==> src/rtl/hazard_pkg.sv <==
// Shared types and constants for the pipeline hazard/forwarding controller.
package hazard_pkg;

  localparam int unsigned MDU_CNT_W = 4;
  localparam int unsigned REG_ZERO  = 0;

  typedef enum logic [1:0] {
    FWD_RF = 2'b00,
    FWD_W  = 2'b01,
    FWD_M  = 2'b10
  } fwd_sel_e;

  typedef enum logic {
    IDLE = 1'b0,
    BUSY = 1'b1
  } mdu_state_e;

endpackage

==> src/rtl/fwd_sel_unit.sv <==
// Forwarding select for one E-stage ALU operand; M beats W, x0 never forwarded.
module fwd_sel_unit
  import hazard_pkg::*;
#(
  parameter int unsigned REG_W = 5
) (
  input  logic [REG_W-1:0] RsE,
  input  logic [REG_W-1:0] RdM,
  input  logic             RegWriteM,
  input  logic [REG_W-1:0] RdW,
  input  logic             RegWriteW,
  output logic [1:0]       ForwardE
);

  fwd_sel_e sel;

  always_comb begin
    sel = FWD_RF;
    if (RsE != REG_W'(REG_ZERO)) begin
      if (RegWriteM && (RdM == RsE))      sel = FWD_M;
      else if (RegWriteW && (RdW == RsE)) sel = FWD_W;
    end
  end

  assign ForwardE = sel;

endmodule

==> src/rtl/hazard_ctrl.sv <==
// Hazard/forwarding controller: forwarding selects, load-use and MDU stalls, flushes.
// Optional stall/flush performance counters when HAZARD_PERF_EN is defined.
module hazard_ctrl
  import hazard_pkg::*;
#(
  parameter int unsigned REG_W   = 5,
  parameter int unsigned MDU_LAT = 4
`ifdef HAZARD_PERF_EN
  ,
  parameter int unsigned CNT_W   = 32
`endif
) (
  input  logic             clk,
  input  logic             rst_n,
  input  logic [REG_W-1:0] Rs1D,
  input  logic [REG_W-1:0] Rs2D,
  input  logic             MduOpD,
  input  logic [REG_W-1:0] RdD,
  input  logic             RegWriteD,
  input  logic [REG_W-1:0] Rs1E,
  input  logic [REG_W-1:0] Rs2E,
  input  logic [REG_W-1:0] RdE,
  input  logic             LoadE,
  input  logic             MduStartE,
  input  logic             PCSrcE,
  input  logic [REG_W-1:0] RdM,
  input  logic             RegWriteM,
  input  logic [REG_W-1:0] RdW,
  input  logic             RegWriteW,
  output logic [1:0]       ForwardAE,
  output logic [1:0]       ForwardBE,
  output logic             StallF,
  output logic             StallD,
  output logic             FlushD,
  output logic             FlushE,
  output logic             MduBusy,
  output logic             MduDone,
  output logic [REG_W-1:0] MduRd
`ifdef HAZARD_PERF_EN
  ,
  output logic [CNT_W-1:0] LwStallCnt,
  output logic [CNT_W-1:0] MduStallCnt,
  output logic [CNT_W-1:0] FlushCnt
`endif
);

  localparam int unsigned CNT_LOAD = MDU_LAT - 1;

  mdu_state_e             state, stateNext;
  logic [MDU_CNT_W-1:0]   cnt, cntNext;
  logic [REG_W-1:0]       mduRdNext;
  logic                   lwStall, mduStall, mduHit;

  fwd_sel_unit #(.REG_W(REG_W)) u_fwd_a (
    .RsE(Rs1E), .RdM(RdM), .RegWriteM(RegWriteM),
    .RdW(RdW), .RegWriteW(RegWriteW), .ForwardE(ForwardAE)
  );

  fwd_sel_unit #(.REG_W(REG_W)) u_fwd_b (
    .RsE(Rs2E), .RdM(RdM), .RegWriteM(RegWriteM),
    .RdW(RdW), .RegWriteW(RegWriteW), .ForwardE(ForwardBE)
  );

  always_ff @(posedge clk or negedge rst_n) begin
    if (!rst_n) begin
      state <= IDLE;
      cnt   <= '0;
      MduRd <= '0;
    end else begin
      state <= stateNext;
      cnt   <= cntNext;
      MduRd <= mduRdNext;
    end
  end

  // MDU sequencing plus all stall/flush decode.
  always_comb begin
    stateNext = state;
    cntNext   = cnt;
    mduRdNext = MduRd;
    MduBusy   = 1'b0;
    MduDone   = 1'b0;
    case (state)
      IDLE: begin
        if (MduStartE) begin
          stateNext = BUSY;
          cntNext   = MDU_CNT_W'(CNT_LOAD);
          mduRdNext = RdE;
        end
      end
      BUSY: begin
        MduBusy = 1'b1;
        if (cnt == '0) begin
          MduDone   = 1'b1;
          stateNext = IDLE;
        end else begin
          cntNext = cnt - 1'b1;
        end
      end
      default: stateNext = IDLE;
    endcase

    lwStall = LoadE && (RdE != REG_W'(REG_ZERO)) && ((RdE == Rs1D) || (RdE == Rs2D));
    mduHit  = (MduRd != REG_W'(REG_ZERO)) &&
              ((Rs1D == MduRd) || (Rs2D == MduRd) || (RegWriteD && (RdD == MduRd)));
    // The MduDone cycle writes back, so it no longer blocks D.
    mduStall = MduBusy && !MduDone && (MduOpD || mduHit);

    StallF = lwStall || mduStall;
    StallD = lwStall || mduStall;
    FlushE = lwStall || mduStall || PCSrcE;
    FlushD = PCSrcE;
  end

`ifdef HAZARD_PERF_EN
  // Saturating event counters.
  always_ff @(posedge clk or negedge rst_n) begin
    if (!rst_n) begin
      LwStallCnt  <= '0;
      MduStallCnt <= '0;
      FlushCnt    <= '0;
    end else begin
      if (lwStall && (LwStallCnt != '1))   LwStallCnt  <= LwStallCnt + CNT_W'(1);
      if (mduStall && (MduStallCnt != '1)) MduStallCnt <= MduStallCnt + CNT_W'(1);
      if (PCSrcE && (FlushCnt != '1))      FlushCnt    <= FlushCnt + CNT_W'(1);
    end
  end
`endif

endmodule

==> config.mk <==
export PLATFORM = sky130hd
export DESIGN_NAME = hazard_ctrl
export DESIGN_NICKNAME = d
export VERILOG_FILES = /design/src/rtl/hazard_pkg.sv /design/src/rtl/fwd_sel_unit.sv /design/src/rtl/hazard_ctrl.sv
export SDC_FILE = /design/constraint.sdc
export NUM_CORES = 1
export LEC_CHECK = 0
export CAP_MARGIN = 5
export CORE_MARGIN = 8
export CORE_UTILIZATION = 40
export DETAILED_ROUTE_END_ITERATION = 12
export MAX_ROUTING_LAYER = met4
export PLACE_DENSITY = 0.85
export SYNTH_ARGS = -nofsm -noshare
export SYNTH_HDL_FRONTEND = slang
export SYNTH_SLANG_ARGS = --single-unit
export TNS_END_PERCENT = 5
==> constraint.sdc <==
create_clock -name clk -period 4.08 [get_ports clk]
set_input_delay 0.408 -clock clk [delete_from_list [all_inputs] [get_ports clk]]
set_output_delay 0.408 -clock clk [all_outputs]
set_load 0.02 [all_outputs]
==> run metrics, run 1 <==
Static Leakage approximately 0.00065 µW; initial DRC count 40; # diodes 0; synth-to-layout area growth 64.2%; Initial Util 42.3%; dpl cells 211; sequential share of the synthesized area 23.6%; setup bufs post-CTS 0; Cell variety after synth 30; FF+latch count, synth 10; crit path DAT 2.42 ns; Synth Area per Inst 8.68 µm²; core area approximately 0.0025 mm²; Synth Warn # 0; Die Ht 67.4 µm; Tightest Pin Transition roughly 0.46 ns; Max FO, Critical Path 4; vias per std cell between 5 and 6; period utilization 69.3%; reg2reg end cnt[0]$_DFFE_PN0P_; Hold Path Class in2async; H-tree lvl count 1; antenna violations before repair 0; peak supply drop 0.392 mV; dpl hpwl 3150 µm; vias 1107; Syn Nets 172; Slew Viols, Final 0; RSZ-0062 raised after global routing no; max-cap violations 0; status completed; DR pass1 iterations 4; Mapped Area 0.00106 mm²; Reg2Reg Setup Slack 2.72 ns; total grt overflow 0; remaining antenna violation count after routing 0; largest net degree at the start of global routing 11; Total GRT Usage 16.3%; vias in the first global route between 1000 and 1500; # hold bufs at CTS 0; fin nets 236; placement row count 18; Tmin final approximately 2.8 ns; global-route wire length before repair 5640 µm; FMAX 0.353 GHz; Setup TNS 0 ns; final core utilization roughly 70%; Post-Synthesis Cells 122; Final Instance Count excl. Fillers around 220; WL final about 3600 µm; worst r2r src cnt[0]$_DFFE_PN0P_; Clk pin slew, worst setup/hold paths 0.07 ns; PD cells 467 mW/mm²; Port Buffers 63; critical path required time 3.67 ns; Rel. slew slack 69.4%; # resized after CTS 0; share of cells above drive strength 1 6.49%; total CTS buffers 3; Final Setup Violations 0; CTS tree built; worst skew pair latency 0.26 ns; Root Buffer clkbuf_4; Worst Skew 0.00325 ns; Final Hold Vio Count 0; startpoint class of the critical path primary input; worst reg2reg path depth 7; drt drc 0; CTS Buffer Depth 2; clk sink count 10; WL per Instance 16.9 µm; routability cong. 0.919; crit end category primary output; die area roughly 0.0045 mm²; DIE WIDTH approximately 67 µm; crit path kind in2out; number of I/O pins 64
[power breakdown]
part	internal (µW)	switching [µW]	total, µW
registers	149	86.8	236
clock network	54.1	33.6	87.7
logic	264	223	487
total	468	344	811
[worst max path at each step]
stage	start	endpoint	depth (start not counted)
after floorplan	MduRd[4]$_DFFE_PN0P_	StallF	7
after global placement	Rs1E[2]	ForwardAE[1]	6
after detailed placement	Rs1E[2]	ForwardAE[1]	6
after CTS	Rs1E[2]	ForwardAE[1]	6
after global routing	Rs1E[2]	ForwardAE[1]	6
final	Rs1E[2]	ForwardAE[1]	6
[cell usage after synthesis, drive strengths merged]
| master | n | share of area (%) |
|---|---|---|
| xnor2 | 28 | 23 |
| nand4b | 1 | 0.83 |
| and3 | 1 | 0.59 |
| or4 | 2 | 1.8 |
| nor4 | 4 | 2.4 |
| nand3 | 8 | 3.8 |
| o221ai | 1 | 1.4 |
| buf | 4 | 2.4 |
| nor3b | 1 | 0.71 |
| dfrtp | 10 | 24 |
| nor4b | 1 | 0.83 |
| nand4 | 2 | 1.2 |
| nand2 | 9 | 3.2 |
| nor2 | 6 | 2.1 |
| a21boi | 1 | 0.71 |
| o22ai | 1 | 0.59 |
| nand3b | 1 | 0.71 |
| nand2b | 2 | 1.2 |
| o21ai | 3 | 1.8 |
| a21oi | 2 | 0.95 |
| inv | 3 | 1.1 |
| o31ai | 1 | 1.2 |
| xor2 | 17 | 14 |
| mux2 | 5 | 5.3 |
| nor3 | 7 | 3.3 |
| ha | 1 | 1.2 |
[layer usage]
metal / vias to the layer above / track usage, % / part of all wire, %
met1: 514 / 18.6 / 40
met4: 0 / 4.44 / 1.3
met2: 39 / 28.3 / 50
li1: 550 / - / -
met5: - / - / 0
met3: 4 / 3.48 / 8.4
[area by class of cell]
| cell class | instances | area [µm²] |
|---|---|---|
| inverters | 3 | 11.3 |
| multi-input cells | 105 | 772 |
| flip-flops and latches | 10 | 250 |
| fillers | 192 | 762 |
| repair buffers | 63 | 631 |
| well taps | 30 | 37.5 |
| clock buffers | 4 | 36.3 |
[cells by family (layout without fill, tap and decap cells)]
kind of cell / after synthesis / after routing / synth area share (%)
AOI/OAI and AO/OA: 9 / 9 / 6.62
adders and majority gates: 1 / 1 / 1.18
xor gates and xnor gates: 45 / 45 / 37.2
buffers and inverters: 7 / 70 / 3.43
DFF: 10 / 10 / 23.6
and+or+nand+nor: 45 / 45 / 22.6
muxes: 5 / 5 / 5.32
[critical path, stage by stage]
cell             delay [ns]
clkdlybuf4s50_1        0.49
xor2_1                 0.18
nor4_1                 0.33
and3_1                 0.23
a21boi_1               0.16
clkdlybuf4s50_1        0.62
[metrics by stage]
step | hold WS, ns | cell area [µm²] | power (µW) | setup WS (ns)
2_1_floorplan | 0.112 | 1060 | 521 | 2.17
3_3_place_gp | 0.510 | 1700 | 716 | 1.28
3_5_place_dp | 0.518 | 1700 | 727 | 1.28
4_1_cts | 0.466 | 1740 | 820 | 1.27
5_1_grt | 0.492 | 1740 | 870 | 1.18
6_report | 0.461 | 1740 | 811 | 1.25
[placed cells by master (no fill, tap or decap), types with 2 or more instances in the layout]
| cell | n |
|---|---|
| xnor2_1 | 28 |
| inv_1 | 3 |
| nand3_1 | 8 |
| nand2_1 | 9 |
| nor2_1 | 6 |
| nand4_1 | 2 |
| clkbuf_4 | 3 |
| clkdlybuf4s50_1 | 63 |
| dfrtp_1 | 10 |
| nand2b_1 | 2 |
| o21ai_0 | 2 |
| nor4_1 | 4 |
| xor2_1 | 17 |
| a21oi_1 | 2 |
| nor3_1 | 7 |
| mux2_2 | 4 |
[sequential cells by signal (all words and copies together) (netlist names)]
register / cells
cnt: 4
MduRd: 5
state: 1
Power figures use the tool's default switching activity.
==> inputs of run 2 (changes only) <==
--- a/config.mk
+++ b/config.mk
@@ -7,10 +7,10 @@
 export LEC_CHECK = 0
 export CAP_MARGIN = 5
 export CORE_MARGIN = 8
-export CORE_UTILIZATION = 40
+export CORE_UTILIZATION = 34
 export DETAILED_ROUTE_END_ITERATION = 12
 export MAX_ROUTING_LAYER = met4
-export PLACE_DENSITY = 0.85
+export PLACE_DENSITY = 0.77
 export SYNTH_ARGS = -nofsm -noshare
 export SYNTH_HDL_FRONTEND = slang
 export SYNTH_SLANG_ARGS = --single-unit
==> constraint.sdc (replaced) <==
create_clock -name clk -period 2.4 [get_ports clk]
set_input_delay 0.24 -clock clk [delete_from_list [all_inputs] [get_ports clk]]
set_output_delay 0.24 -clock clk [all_outputs]
set_load 0.02 [all_outputs]
==> run 2 against run 1 <==
Compared with the run above: wire length down 2.6%; sequential cell count unchanged; cell count up 1.9%; critical path depth unchanged; sequential power up 69%; count of clock-buffer cells in the layout unchanged; die area up 13%; design area up 0.72%; non-clock buffer count up 1; core utilization down 11 points; global-route usage down 2.2 points; highest routed layer unchanged.
==> run metrics, run 2 (synthesis gave the netlist of run 1 again) <==
Gate power share 59.9% (was 60.1%); footprint of the multi-input gates 772 µm² (unchanged); most frequent cells in the layout clkdlybuf4s50_1 (58), xnor2_1 (28), xor2_1 (17) (was clkdlybuf4s50_1 (63), xnor2_1 (28), xor2_1 (17)); placement row count 20 (was 18); Rel. slew slack 70.7% (was 69.4%); Final Hold Vio Count 0 (unchanged); # hold bufs at CTS 0 (unchanged); H-tree lvl count 1 (unchanged); FMAX 0.429 GHz; routability cong. 0.912 (was 0.919); CP dominant cell by count clkdlybuf4s50_1 (unchanged); core area 0.00300 mm² (was 0.00250 mm²); WL final 3530 µm (was 3620 µm); Port Buffers 63 (unchanged); drt drc 0 (unchanged); Reg with most FFs MduRd (unchanged); crit path DAT 2.09 ns (was 2.42 ns); worst r2r src cnt[0]$_DFFE_PN0P_ (unchanged); share of cells above drive strength 1 6.99% (was 6.49%); Reg2Reg Setup Slack 1.01 ns (was 2.72 ns); antenna violations before repair 0 (unchanged); crit end category primary output (unchanged); Final Setup Violations 0 (unchanged); global-route wire length before repair 5710 µm (was 5640 µm); Reg area 250 µm² (unchanged); Static Leakage 0.000698 µW (was 0.000651 µW); worst skew pair latency 0.26 ns (about the same); Tmin final 2.33 ns; Top delay family on crit path buffers and inverters (unchanged); startpoint class of the critical path primary input (unchanged); die area 0.00515 mm² (was 0.00455 mm²); Worst Path Buf+Inv 2 (unchanged); status completed (unchanged); largest net degree at the start of global routing 11 (unchanged); Total GRT Usage 14.2% (was 16.3%); Max FO, Critical Path 3 (was 4); fill count 281 (was 192); setup bufs post-CTS 0 (unchanged); Tightest Pin Transition 0.438 ns (was 0.457 ns); vias per std cell 5.06 (was 5.15); Slew Viols, Final 0 (unchanged); critical path required time 2.16 ns (was 3.67 ns); Slowest cell on crit path clkdlybuf4s50_1 (unchanged); Die Ht 71.8 µm (was 67.4 µm); remaining antenna violation count after routing 0 (unchanged); Internal 779 µW (was 468 µW); Crit path depth 6 (unchanged); Power Total 1370 µW (was 811 µW); total CTS buffers 3 (unchanged); DIE WIDTH 71.8 µm (was 67.4 µm); Hold Path Class in2async (unchanged); Clk pin slew, worst setup/hold paths 0.06 ns (was 0.07 ns); period utilization a little over nine tenths; clk sink count 10 (unchanged); Largest register FFs 5 (unchanged); Largest regs MduRd (5), cnt (4), state (1) (unchanged); Initial Util 35.2% (was 42.3%); crit path kind in2out (unchanged); crit path cell chain clkdlybuf4s50_1 -> xor2_1 -> nor4_1 -> nand3_1 -> nor4b_1 -> clkdlybuf4s50_1 (was clkdlybuf4s50_1 -> xor2_1 -> nor4_1 -> and3_1 -> a21boi_1 -> clkdlybuf4s50_1); Worst Skew 0.00154 ns (was 0.00325 ns); CTS tree built (unchanged); commonest non-fill, non-tap cell in the layout clkdlybuf4s50_1 (unchanged); peak supply drop 0.520 mV (was 0.392 mV); max-cap violations 0 (unchanged); initial DRC count 38 (was 40); vias in the first global route 1163 (was 1164); P_sw 589 µW (was 344 µW); dpl hpwl 3070 µm (was 3150 µm); clock power share 10.9% (was 10.8%); largest stage delay on the critical path 0.68 ns (was 0.62 ns); reg2reg end cnt[0]$_DFFE_PN0P_ (unchanged); WL per Instance 16.1 µm (was 16.9 µm); PD cells 782 mW/mm² (was 467 mW/mm²); RSZ-0062 raised after global routing no (unchanged); DR pass1 iterations 5 (was 4); part of the power in registers 29.2% (was 29.1%); CTS Buffer Depth 2 (unchanged); Net Sw Frac 43.1% (was 42.4%); # diodes 0 (unchanged); total grt overflow 0 (unchanged); worst reg2reg path depth 7 (unchanged); hold_ws 0.282 ns (was 0.461 ns); vias 1108 (was 1107); fin nets 237 (was 236); Setup TNS 0 ns (unchanged); number of I/O pins 64 (unchanged); synth-to-layout area growth 65.4% (was 64.2%); Root Buffer clkbuf_4 (unchanged)
==> run 2: cell types whose count changed in the layout (fill, tap and decap cells not counted), sizes merged <==
cell / previous run / this run
dlymetal6s2s: 0 / 2
dlygate4sd2: 0 / 3
buf: 0 / 1
clkdlybuf4s50: 63 / 58
==> run 2: what timing repair did <==
| action | CTS | global route |
|---|---|---|
| resized for setup | 3 | 2 |
| endpoints found under the setup margin | 3 | 2 |
| pin swaps | 0 | 0 |
==> run 2: routing by layer <==
layer	global-route usage (%)	vias up	share of wire (%)
li1	-	549	-
met1	16.1	522	42
met2	24.4	29	52
met3	1.95	8	3.6
met4	5.90	0	2.0
met5	-	-	0
==> run 2: metrics by stage <==
step                      cells  worst slack [ns]  cell area [µm²]  util [%]
after floorplan             122             0.662             1060         -
after global placement      215           0.00222             1710      57.0
after detailed placement    215           -0.0838             1710      57.0
after CTS                   219            0.0230             1750      58.1
after global routing        219            0.0215             1750      58.3
final                       219            0.0666             1750      58.3
==> run 2: cell type report <==
class,instances,area share [%]
multi-input cells,105,44.1
flip-flops and latches,10,14.3
well taps,33,2.36
inverters,3,0.643
clock buffers,4,2.07
repair buffers,64,36.5
==> run 2: worst max path at each step <==
stage,start,slack [ns],end
2_1_floorplan,MduRd[4]$_DFFE_PN0P_,0.66,StallF
3_3_place_gp,RdE[3],0.002,FlushE
3_5_place_dp,RdE[0],-0.08,StallF
4_1_cts,Rs1E[2],0.02,ForwardAE[1]
5_1_grt,Rs1E[4],0.02,ForwardAE[0]
6_report,Rs2E[4],0.07,ForwardBE[0]
==> run 2: power groups by stage <==
| stage | logic [µW] | clock network (µW) | registers, µW |
|---|---|---|---|
| floorplan | 469 | 0 | 417 |
| global placement | 827 | 0 | 397 |
| detailed placement | 844 | 0 | 403 |
| CTS | 830 | 156 | 398 |
| global route | 907 | 161 | 422 |
| finish | 820 | 149 | 399 |
==> inputs of run 3 (changes only) <==
--- a/config.mk
+++ b/config.mk
@@ -11,6 +11,7 @@
 export DETAILED_ROUTE_END_ITERATION = 12
 export MAX_ROUTING_LAYER = met4
 export PLACE_DENSITY = 0.77
+export SETUP_SLACK_MARGIN = 0.3
 export SYNTH_ARGS = -nofsm -noshare
 export SYNTH_HDL_FRONTEND = slang
 export SYNTH_SLANG_ARGS = --single-unit
==> run 3 against run 2 <==
Compared with the run above: combinational power barely moved; critical path depth did not move; global-route usage did not move; sequential share of layout area barely moved; design area fell by 0.21%; sequential cell count did not move; critical path type unchanged; largest cell class unchanged; highest routed layer unchanged.
==> run metrics, run 3 (synthesis gave the netlist of run 1 again) <==
crit path DAT 2.09 ns (about the same); Final Setup Violations 0 (unchanged); hold_ws 0.282 ns (unchanged); crit path kind in2out (unchanged); CTS Buffer Depth 2 (unchanged); startpoint class of the critical path primary input (unchanged); Final Hold Vio Count 0 (unchanged); Reg area 250 µm² (unchanged); post-route cell area 0.00175 mm² (about the same); vias per std cell 5.06 (unchanged); die area 0.00515 mm² (unchanged); Die Ht 71.8 µm (unchanged); Reg with most FFs MduRd (unchanged); most used routing layer met2 (unchanged); Static Leakage 0.000685 µW (was 0.000698 µW); total grt overflow 0 (unchanged); largest net degree at the start of global routing 11 (unchanged); Total GRT Usage 14.2% (unchanged); Post-DP Area 0.00171 mm² (unchanged); Place WS -0.0838 ns (unchanged); most frequent cells in the layout clkdlybuf4s50_1 (58), xnor2_1 (28), xor2_1 (17) (unchanged); antenna violations before repair 0 (unchanged); CTS tree built (unchanged); Tmin final 2.33 ns (about the same); Largest register FFs 5 (unchanged); peak supply drop 0.520 mV (unchanged); Largest regs MduRd (5), cnt (4), state (1) (unchanged); Clk pin slew, worst setup/hold paths 0.06 ns (about the same); Root Buffer clkbuf_4 (unchanged); grt met1 use 16.1% (unchanged); initial DRC count 44 (was 38); Hold Path Class in2async (unchanged); Rel. slew slack 70.7% (unchanged); Initial Util 35.2% (unchanged); footprint of the multi-input gates 772 µm² (unchanged); routability cong. 0.912 (unchanged); max-cap violations 0 (unchanged); core area 0.00300 mm² (unchanged); Max FO, Critical Path 3 (unchanged); H-tree lvl count 1 (unchanged); share of cells above drive strength 1 6.99% (unchanged); WL per Instance 16.1 µm (about the same); number of I/O pins 64 (unchanged); # diodes 0 (unchanged); worst setup margin 0.0666 ns (about the same); RSZ-0062 raised after global routing yes (was no); Setup TNS 0 ns (unchanged); crit end category primary output (unchanged); fill count 281 (unchanged); commonest non-fill, non-tap cell in the layout clkdlybuf4s50_1 (unchanged); WL final 3530 µm (about the same); DR pass1 iterations 5 (unchanged); vias in the first global route 1163 (unchanged); Port Buffers 63 (unchanged); met3 Usage GRT 1.95% (unchanged); DIE WIDTH 71.8 µm (unchanged); Tightest Pin Transition 0.438 ns (unchanged); clk sink count 10 (unchanged); synth-to-layout area growth 65.0% (was 65.4%); remaining antenna violation count after routing 0 (unchanged); dpl hpwl 3070 µm (unchanged); status completed (unchanged); PD cells 783 mW/mm² (was 782 mW/mm²); total CTS buffers 3 (unchanged); global-route wire length before repair 5710 µm (unchanged); drt drc 0 (unchanged); placement row count 20 (unchanged); Worst Skew 0.00154 ns (unchanged); FMAX 0.429 GHz (about the same); critical path required time 2.16 ns (about the same); vias 1108 (unchanged); Slew Viols, Final 0 (unchanged); period utilization 97.2% (about the same); fin nets 237 (unchanged); worst skew pair latency 0.26 ns (about the same); met2 GRT Util 24.4% (unchanged); # hold bufs at CTS 0 (unchanged)
run 3: cell types whose count changed in the layout (fill, tap and decap cells not counted), sizes merged:
cell,previous run,this run
dlymetal6s2s,2,1
dlygate4sd2,3,4
run 3: routing by layer:
layer / vias up / part of all wire (%)
met5: - / 0
met4: 0 / 2.0
met3: 8 / 3.9
met2: 29 / 52
met1: 522 / 42
li1: 549 / -
run 3: critical path, cell delays in order:
cell             delay, ns
clkdlybuf4s50_1       0.55
xor2_1                0.17
nor4_1                0.07
nand3_1               0.11
nor4b_1               0.27
clkdlybuf4s50_1       0.68
run 3: report_power, final:
part	total, µW	switching [µW]	internal (µW)
registers	399	145	254
clock network	149	57.0	92.2
logic	820	387	433
run 3: timing repair:
item / 4_1_cts / 5_1_grt
setup buffers: 0 / 0
resized for setup: 4 / 1
setup endpoints to repair: 8 / 8
run 3: layout make-up:
| type | instances | share of cell area (%) |
|---|---|---|
| Inverter | 3 | 0.645 |
| Multi-Input combinational cell | 105 | 44.2 |
| Timing Repair Buffer | 64 | 36.4 |
| Tap cell | 33 | 2.36 |
| Clock buffer | 4 | 2.08 |
| Sequential cell | 10 | 14.3 |
run 3: worst paths after layout:
kind,startpoint,to,slack (ns),cells after the start
max,Rs2E[4],ForwardBE[0],0.07,6
min,rst_n,MduRd[3]$_DFFE_PN0P_,0.28,1
max reg2reg,cnt[0]$_DFFE_PN0P_,cnt[0]$_DFFE_PN0P_,1.01,7
min reg2reg,cnt[2]$_DFFE_PN0P_,cnt[2]$_DFFE_PN0P_,0.54,2
max in group asynchronous,rst_n,cnt[3]$_DFFE_PN0P_,1.82,1
min in group clk,cnt[2]$_DFFE_PN0P_,cnt[2]$_DFFE_PN0P_,0.54,2
run 3: metrics by stage:
stage               std cells  total power (µW)  util, %
detailed placement        215              1250     57.0
CTS                       219              1380     58.1
floorplan                 122               885        -
global route              219              1490     58.2
finish                    219              1370     58.2
global placement          215              1220     57.0
